===== src/rtl/sd_pkg.sv =====
// ---------------------------------------------------------------------------
// sd_pkg
// Shared definitions for the SD-card SPI front end.
//   sd_clk_state_t : state encoding of the SD clock generator
//   SD_INIT_DIV    : identification-mode half-period minus 1 at 50 MHz (~397 kHz)
//   SD_FAST_DIV    : data-mode half-period minus 1 at 50 MHz (25 MHz)
//   SD_WAKE_CYCLES : default length of the power-up wake burst in sd_ck periods
//   SD_WAKE_MIN    : minimum number of wake clocks the SD card requires
// ---------------------------------------------------------------------------
package sd_pkg;

    typedef enum logic [1:0] {
        IDLE     = 2'd0,
        RUN      = 2'd1,
        STOPPING = 2'd2,
        WAKE     = 2'd3
    } sd_clk_state_t;

    localparam int SD_INIT_DIV    = 62;
    localparam int SD_FAST_DIV    = 0;
    localparam int SD_WAKE_CYCLES = 80;
    localparam int SD_WAKE_MIN    = 74;

endpackage : sd_pkg


===== src/rtl/sd_clk_gen.sv =====
// ---------------------------------------------------------------------------
// sd_clk_gen
// Programmable SD-card SPI clock generator. Divides the system clock by
// 2*(div_act+1), with a slow identification divider and a fast data divider.
// Divider changes take effect only on a falling sd_ck edge (or while stopped),
// so no phase is ever shortened. Stopping always finishes a high phase, so
// sd_ck idles low. An autonomous wake burst emits WAKE_CYCLES slow clocks
// while holding chip select deasserted.
//
// Ports:
//   clk         in  system clock
//   rst         in  synchronous active-high reset
//   run         in  level, request sd_ck toggling
//   fast_mode   in  level, 1 = FAST_DIV, 0 = INIT_DIV
//   wake_req    in  pulse, start the wake burst (honoured only when idle)
//   wake_busy   out high while the wake burst runs
//   wake_done   out one-cycle pulse when the burst completes
//   csn_hold    out high during the burst, ORed into SD_CSn by the top level
//   sd_ck       out registered SD clock, idle low
//   rise_stb    out high in the first clk cycle with sd_ck = 1
//   fall_stb    out high in the first clk cycle with sd_ck = 0 after a high phase
//   fast_active out divider in use is FAST_DIV
// ---------------------------------------------------------------------------
module sd_clk_gen
    import sd_pkg::*;
#(
    parameter int DIV_W       = 8,
    parameter int INIT_DIV    = SD_INIT_DIV,
    parameter int FAST_DIV    = SD_FAST_DIV,
    parameter int WAKE_CYCLES = SD_WAKE_CYCLES
) (
    input  logic clk,
    input  logic rst,
    input  logic run,
    input  logic fast_mode,
    input  logic wake_req,
    output logic wake_busy,
    output logic wake_done,
    output logic csn_hold,
    output logic sd_ck,
    output logic rise_stb,
    output logic fall_stb,
    output logic fast_active
);

    localparam int WAKE_W = $clog2(WAKE_CYCLES + 1);

    localparam logic [DIV_W-1:0]  INIT_V    = DIV_W'(INIT_DIV);
    localparam logic [DIV_W-1:0]  FAST_V    = DIV_W'(FAST_DIV);
    localparam logic [WAKE_W-1:0] WAKE_LAST = WAKE_W'(WAKE_CYCLES);

    // Reject dividers that would be silently truncated and bursts that are
    // too short for the card to wake up.
    if (INIT_DIV < 0 || INIT_DIV >= (1 << DIV_W)) begin : g_bad_init_div
        $error("sd_clk_gen: INIT_DIV does not fit in DIV_W bits");
    end
    if (FAST_DIV < 0 || FAST_DIV >= (1 << DIV_W)) begin : g_bad_fast_div
        $error("sd_clk_gen: FAST_DIV does not fit in DIV_W bits");
    end
    if (WAKE_CYCLES < SD_WAKE_MIN) begin : g_bad_wake
        $error("sd_clk_gen: WAKE_CYCLES below the SD wake minimum");
    end

    sd_clk_state_t     state, state_nx;
    logic [DIV_W-1:0]  cnt, cnt_nx;
    logic [DIV_W-1:0]  div_act, div_nx;
    logic [WAKE_W-1:0] wake_cnt, wake_cnt_nx;
    logic              ck_nx, rise_nx, fall_nx;
    logic              busy_nx, done_nx, csn_nx, fast_nx;
    logic              counting, load_div, wake_sel;

    // Next-state logic. Each state decides whether the half-period counter
    // advances this cycle; the shared counting section then handles toggles,
    // falling-edge divider reloads and the stop/wake exits tied to a fall.
    always_comb begin
        state_nx    = state;
        cnt_nx      = cnt;
        div_nx      = div_act;
        wake_cnt_nx = wake_cnt;
        ck_nx       = sd_ck;
        rise_nx     = 1'b0;
        fall_nx     = 1'b0;
        busy_nx     = wake_busy;
        done_nx     = 1'b0;
        csn_nx      = csn_hold;
        counting    = 1'b0;
        load_div    = 1'b0;
        wake_sel    = 1'b0;

        case (state)
            IDLE: begin
                cnt_nx   = '0;
                ck_nx    = 1'b0;
                load_div = 1'b1;
                // Wake has priority; a concurrent run is served afterwards.
                if (wake_req) begin
                    state_nx    = WAKE;
                    busy_nx     = 1'b1;
                    csn_nx      = 1'b1;
                    wake_cnt_nx = '0;
                    wake_sel    = 1'b1;
                end else if (run) begin
                    state_nx = RUN;
                end
            end
            RUN: begin
                if (run) begin
                    counting = 1'b1;
                end else if (sd_ck) begin
                    // Let the high phase run out before stopping.
                    counting = 1'b1;
                    state_nx = STOPPING;
                end else begin
                    state_nx = IDLE;
                    cnt_nx   = '0;
                    load_div = 1'b1;
                end
            end
            STOPPING: begin
                counting = 1'b1;
            end
            WAKE: begin
                wake_sel = 1'b1;
                // The last fall has already happened; spend one cycle low
                // before releasing chip select and pulsing done.
                if (wake_cnt == WAKE_LAST) begin
                    state_nx = IDLE;
                    busy_nx  = 1'b0;
                    csn_nx   = 1'b0;
                    done_nx  = 1'b1;
                    cnt_nx   = '0;
                    load_div = 1'b1;
                end else begin
                    counting = 1'b1;
                end
            end
            default: begin
                state_nx = IDLE;
            end
        endcase

        if (counting) begin
            if (cnt == div_act) begin
                cnt_nx  = '0;
                ck_nx   = ~sd_ck;
                rise_nx = ~sd_ck;
                fall_nx = sd_ck;
                if (sd_ck) begin
                    load_div = 1'b1;
                    if (state_nx == STOPPING) begin
                        state_nx = IDLE;
                    end
                    if (state == WAKE) begin
                        wake_cnt_nx = wake_cnt + 1'b1;
                    end
                end
            end else begin
                cnt_nx = cnt + 1'b1;
            end
        end

        if (load_div) begin
            div_nx = (wake_sel || !fast_mode) ? INIT_V : FAST_V;
        end
        fast_nx = (div_nx == FAST_V);
    end

    // State and output registers; every output is a flop so sd_ck and the
    // strobes are glitch-free and change on the same clk edge.
    always_ff @(posedge clk) begin
        if (rst) begin
            state       <= IDLE;
            cnt         <= '0;
            div_act     <= INIT_V;
            wake_cnt    <= '0;
            sd_ck       <= 1'b0;
            rise_stb    <= 1'b0;
            fall_stb    <= 1'b0;
            wake_busy   <= 1'b0;
            wake_done   <= 1'b0;
            csn_hold    <= 1'b0;
            fast_active <= 1'b0;
        end else begin
            state       <= state_nx;
            cnt         <= cnt_nx;
            div_act     <= div_nx;
            wake_cnt    <= wake_cnt_nx;
            sd_ck       <= ck_nx;
            rise_stb    <= rise_nx;
            fall_stb    <= fall_nx;
            wake_busy   <= busy_nx;
            wake_done   <= done_nx;
            csn_hold    <= csn_nx;
            fast_active <= fast_nx;
        end
    end

endmodule : sd_clk_gen


===== config.mk =====
export PLATFORM = sky130hd
export DESIGN_NAME = sd_clk_gen
export DESIGN_NICKNAME = d
export VERILOG_FILES = /design/src/rtl/sd_pkg.sv /design/src/rtl/sd_clk_gen.sv
export SDC_FILE = /design/constraint.sdc
export NUM_CORES = 1
export LEC_CHECK = 0
export ABC_AREA = 1
export ABC_CLOCK_PERIOD_IN_PS = 1700
export BUFFER_PORTS_ARGS = -buffer_cell sky130_fd_sc_hd__buf_2
export CELL_PAD_IN_SITES_DETAIL_PLACEMENT = 1
export CELL_PAD_IN_SITES_GLOBAL_PLACEMENT = 2
export CORE_UTILIZATION = 31
export DETAILED_ROUTE_END_ITERATION = 10
export GPL_TIMING_DRIVEN = 0
export PLACE_DENSITY = 0.83
export SLEW_MARGIN = 20
export SYNTH_ARGS = -nofsm -noshare
export SYNTH_HDL_FRONTEND = slang
export SYNTH_SLANG_ARGS = --single-unit

===== constraint.sdc =====
create_clock -name clk -period 1.7 [get_ports clk]
set_input_delay 0.085 -clock clk [delete_from_list [all_inputs] [get_ports clk]]
set_output_delay 0.085 -clock clk [all_outputs]
set_load 0.02 [all_outputs]

Yosys cells after proc, flatten, opt, wreduce, memory -nomap -nowiden
Index checks and enable logic that the tools add are counted.
W data, S select, Z words.
{"block": "classes", "add_sub_neg": 2, "n_eq_ne": 11, "n_mux": 43, "bitwise": 4, "reduce_logical": 10}
{"cell": "$mux W8", "n": 6}
{"cell": "$mux W7", "n": 6}
{"cell": "$pmux W8 S3", "n": 1}
{"cell": "$mux W2", "n": 9}
{"cell": "$mux W1", "n": 15}
{"cell": "$ne A3 B3 Y1 const B", "n": 3}
{"cell": "$add A8 B1 Y8 const B", "n": 1}
{"cell": "$eq A8 B8 Y1", "n": 1}
{"cell": "$logic_not A8 Y1", "n": 1}
{"cell": "$add A7 B1 Y7 const B", "n": 1}
{"cell": "$eq A7 B7 Y1 const B", "n": 1}
{"cell": "$eq A2 B2 Y1 const B", "n": 3}
{"cell": "$mux W6", "n": 1}
{"cell": "$pmux W1 S3", "n": 2}
{"cell": "$pmux W2 S3", "n": 1}
{"cell": "$ne A2 B2 Y1 const B", "n": 2}
{"cell": "$not A1 Y1", "n": 4}
{"cell": "$pmux W1 S2", "n": 2}
{"cell": "$reduce_and A4 Y1", "n": 1}
{"cell": "$reduce_bool A4 Y1", "n": 1}
{"cell": "$reduce_and A3 Y1", "n": 1}
{"cell": "$reduce_or A3 Y1", "n": 1}
{"cell": "$eq A2 B1 Y1 const B", "n": 1}
{"cell": "$logic_not A2 Y1", "n": 1}
{"cell": "other kinds (4)", "n": 4}
{"block": "word_totals", "reg_bits": 31}

Logic depth before layout (Yosys ltp)
{"block": "logic_depth", "word_depth": 8, "ltp_mapped": 15, "mapped_depth_nobuf": 15}

Worst setup path before layout
No wires, ideal clock.
{"block": "synth_path", "kind": "flip-flop to flip-flop", "startpoint": "register wake_cnt[0]", "endpoint": "register wake_cnt[6]", "setup_time_ns": 0.128, "arrival_ns": 1.449, "t_required_ns": 1.572, "slack_ns": 0.123, "stages_incl_launch_ff": 14, "cell_sequence": "dfxtp_1 > inv_1 > ha_1 > inv_1 > nor2_1 > nand3_2 > nand2_2 > nand3_2 > nand2_4 > inv_2 > nand2_4 > clkinv_4 > a21oi_1 > nor3_2"}
{"block": "synth_via", "elab_chain_cells": 5, "word_cells_on_any_way": 8}
{"element": "from (decl)", "line_no": "sd_clk_gen.sv:67", "rtl": "logic [WAKE_W-1:0] wake_cnt, wake_cnt_nx;"}
{"element": "from (signal assigned)", "line_no": "sd_clk_gen.sv:187", "rtl": "wake_cnt <= wake_cnt_nx;"}
{"element": "$add A7 B1 Y7", "line_no": "sd_clk_gen.sv:154", "rtl": "wake_cnt_nx = wake_cnt + 1'b1;"}
{"element": "$mux W7", "line_no": "sd_clk_gen.sv:153", "rtl": "if (state == WAKE) begin"}
{"element": "$mux W7", "line_no": "sd_clk_gen.sv:148", "rtl": "if (sd_ck) begin"}
{"element": "$mux W7", "line_no": "sd_clk_gen.sv:143", "rtl": "if (cnt == div_act) begin"}
{"element": "$mux W7 (*)", "line_no": "sd_clk_gen.sv:142", "rtl": "if (counting) begin"}
Every way passes the cells marked *; elsewhere a longest branch is shown, timed or not.
A chain may end at the register's enable or synchronous reset.

Final worst setup path
{"block": "layout_path", "startpoint": "register wake_cnt[1]", "endpoint": "register fast_active"}
{"block": "layout_via", "elab_chain_cells": 8, "word_cells_on_any_way": 10}
{"element": "$eq A7 B7 Y1 (*)", "line_no": "sd_clk_gen.sv:126", "rtl": "if (wake_cnt == WAKE_LAST) begin"}
{"element": "$mux W1", "line_no": "sd_clk_gen.sv:126"}
{"element": "$pmux W1 S3", "line_no": "sd_clk_gen.sv:90", "rtl": "case (state)"}
{"element": "$mux W1", "line_no": "sd_clk_gen.sv:148"}
{"element": "$mux W1", "line_no": "sd_clk_gen.sv:143"}
{"element": "$mux W1 (*)", "line_no": "sd_clk_gen.sv:142"}
{"element": "$mux W8 (*)", "line_no": "sd_clk_gen.sv:162", "rtl": "if (load_div) begin"}
{"element": "$logic_not A8 Y1 (*)", "line_no": "sd_clk_gen.sv:165", "rtl": "fast_nx = (div_nx == FAST_V);"}
{"element": "to (signal assigned)", "line_no": "sd_clk_gen.sv:194", "rtl": "fast_active <= fast_nx;"}
{"element": "to (decl)", "line_no": "sd_clk_gen.sv:43", "rtl": "output logic fast_active"}
Marked as above.

==> flow_metrics.env <==
export IMPL_post_cts_hold_buffer_count=0
export IMPL_postRouteAntennaNets=0
export IMPL_slew_headroom=0.577
export IMPL_synth_edff_count=0
export IMPL_crit_family="simple AND/OR/NAND/NOR gates"
export IMPL_synth_ff_latch_count=31
export IMPL_dpl_hpwl_um=3250
export IMPL_slowest_stage="dfxtp_2"
export IMPL_dr_total_vias=1664
export IMPL_max_clock_path_buffers=2
export IMPL_worstMarginPinSlew_ns=0.635
export IMPL_critPathRequiredTime_ns=1.89
export IMPL_grt_pass1_vias=1629
export IMPL_worst_hold_slack_ns=0.207
export IMPL_yosys_top_cells_area="dfxtp_1, nand2_1, inv_1, a21oi_1, ha_1"
export IMPL_port_buffer_count=10
export IMPL_die_area_um2=5930
export IMPL_synth_fp_nets=249
export IMPL_netlist_top_cell_by_area="dfxtp_1"
export IMPL_ys_types=32
export IMPL_synthesis_instances=237
export IMPL_whs_path_depth=4
export IMPL_die_height_um=77.0
export IMPL_ctsHtreeMaxLevel=2
export IMPL_drt_pre_antenna_iters=4
export IMPL_clock_insertion_delay_worst_skew_ns=0.29
export IMPL_fmaxAchievable_mhz=593
export IMPL_final_min_clock_period_ns=1.69
export IMPL_critical_path_arrival_ns=1.87
export IMPL_numCtsBuffers=5
export IMPL_grt_first_pass_wirelength_um=7840
export IMPL_run_status="finished, final reports clean"
export IMPL_mappedNetlistArea_um2=1750
export IMPL_min_from="wake_req"
export IMPL_initial_antenna_violation_count=0
export IMPL_ratio_of_routed_vias_to_standard_cells=4.84
export IMPL_die_w_um=77.0
export IMPL_track_usage=0.172
export IMPL_timing_hold_worst_class="in -> reg"
export IMPL_drive_gt1_frac=0.394
export IMPL_fin_crit_sh=0.991
export IMPL_grt_setup_unrepaired="true"
export IMPL_cellPowerDensity_nw_per_um2=1400
export IMPL_power_leakage_nw=0.933
export IMPL_timing_worst_setup_path_type="reg -> reg"
export IMPL_timing_max_cap_violations=0
export IMPL_seq_area_frac_synth=0.356
export IMPL_grt_max_degree=11
export IMPL_detail_route_drc_violations=0
export IMPL_nets=285
export IMPL_layout_cells_most_common="nand2_1"
export IMPL_initial_core_util=0.331
export IMPL_r2r_start="wake_cnt[1]"
export IMPL_detail_route_iter0_violations=30
export IMPL_post_synth_top_area_fraction=0.356
export IMPL_wl_cell_um=14.4
export IMPL_worst_path_most_repeated_cell="nand3_2"
export IMPL_setup_viol_count_final=0
export IMPL_signed_area_change_from_the_synthesized_netlist_to_the_final_layout_pct=32.9
export IMPL_cts_tree="yes"
export IMPL_rr_endpoint="fast_active"
export IMPL_yosys_warnings=0
export IMPL_diodes=0
export IMPL_slew_violations=0
export IMPL_synth_top_flop_cell="dfxtp_1"
export IMPL_synth_avg_cell_area_um2=7.36
export IMPL_total_detailed_routing_wirelength_um=4950
export IMPL_vdd_ir_drop_max_uv=785
export IMPL_setup_worst_path_end_class="flip-flop"
export IMPL_cpPeakStageDelay_ns=0.33
export IMPL_timing_critical_path_buf_inv=4
export IMPL_clock_skew_ns=0.00511
export IMPL_holdPathEnd="csn_hold"
export IMPL_reg2reg_depth=15
export IMPL_final_cell_mix="nand2_1, inv_1, buf_4"
export IMPL_timing_final_hold_violations=0
export IMPL_reg2reg_setup_slack_ns=0.01
export IMPL_placement_rows=26
export IMPL_cp_cell_sequence="inv_2, ha_4, inv_4, nor2_4, nand3_2, nand2_2, nand3_2, nand2_4, inv_4, nand2_2, nand3_1, nand2_1, inv_2, nand3_2, nor2_2"
export IMPL_clock_root_buffer="clkbuf_8"
export IMPL_worstPathMaxFanout=6
export IMPL_clk_pin_slew_ns=0.07
export IMPL_gp_congestion=0.743
export IMPL_final_setup_tns_ns=0
export IMPL_startpoint_kind_of_the_worst_setup_timing_path="flip-flop"
export IMPL_floorplan_io_pins=12
export IMPL_overflow=0
export IMPL_coreArea_um2=5270
export IMPL_cts_sinks=31
export IMPL_synthArstFlopShare=0
[worst min-delay path: cells and delay by family]
kind                   cells  cell delay (ns)
buffers and inverters      2             0.17
AOI/OAI and AO/OA          2             0.20
[stage by stage]
stage          cells  area [um^2]  utilization  setup WS [ns]  power [W]
2_1_floorplan    237         1750            -          0.123    0.00179
3_3_place_gp     317         1880        0.357         -0.240    0.00204
3_5_place_dp     317         1880        0.357         -0.262    0.00207
4_1_cts          333         2140        0.406        -0.0170    0.00310
5_1_grt          344         2320        0.440         -0.102    0.00346
6_report         344         2320        0.440         0.0148    0.00325
[power by group]
group	switching, W	total (W)	internal (W)
Combinational	0.000883	0.00148	0.000601
Sequential	0.000127	0.000984	0.000857
Clock	0.000306	0.000780	0.000474
[per-layer routing]
metal	global-route usage	vias to the layer above	wire (um)
met5	0	-	0
met4	0.0698	0	70
met3	0.0500	8	126
met2	0.287	19	2560
met1	0.206	793	2190
li1	-	844	-
[logic make-up (layout without fill, tap and decap cells)]
kind of cell,Yosys count,after routing,share of synthesized area
adder cells (fa/ha/maj),7,7,0.0502
XOR/XNOR,10,10,0.0502
buffers and inverters,39,76,0.0889
AND/OR/NAND/NOR,106,106,0.313
flip-flops,31,31,0.356
AO/OA/AOI/OAI,44,44,0.143
[flip-flops by register name, indices dropped and copies added, names as in the netlist]
| register | flops |
|---|---|
| sd_ck | 1 |
| fall_stb | 1 |
| div_act | 8 |
| state | 2 |
| rise_stb | 1 |
| fast_active | 1 |
| cnt | 8 |
| csn_hold | 1 |
| wake_done | 1 |
| wake_cnt | 7 |
[cells in the mapped netlist (all sizes together), types with 2 or more instances]
cell type,count
clkinv,2
nand3,20
nor2,23
ha,7
inv,33
nand2,51
dfxtp,31
a21oi,21
xnor2,7
nor3,8
xor2,3
clkbuf,3
nand4,2
o211ai,2
o21ai,18
[cell type report]
class	instances	area (um^2)
clock buffers	6	82.6
well taps	70	87.6
repair buffers	29	209
multi-input cells	167	1100
clock inverters	2	35.0
fillers	675	2950
plain buffers	4	18.8
inverters	35	146
flip-flops and latches	31	643
[how the worst max path moves through the flow]
stage	startpoint	endpoint	slack, ns	depth (start not counted)
final	wake_cnt[1]	fast_active	0.01	15
after global routing	wake_cnt[1]	cnt[3]	-0.10	12
after CTS	wake_cnt[1]	cnt[6]	-0.02	12
after detailed placement	state[0]	fast_active	-0.26	11
after global placement	state[0]	fast_active	-0.24	11
after floorplan	wake_cnt[0]	wake_cnt[6]	0.12	13
[what timing repair did]
item / CTS / global route
endpoints found under the setup margin: 23 / 24
pin swaps: 4 / 14
resized for setup: 29 / 37
setup buffers: 8 / 11
(Power assumes the default switching activity.)
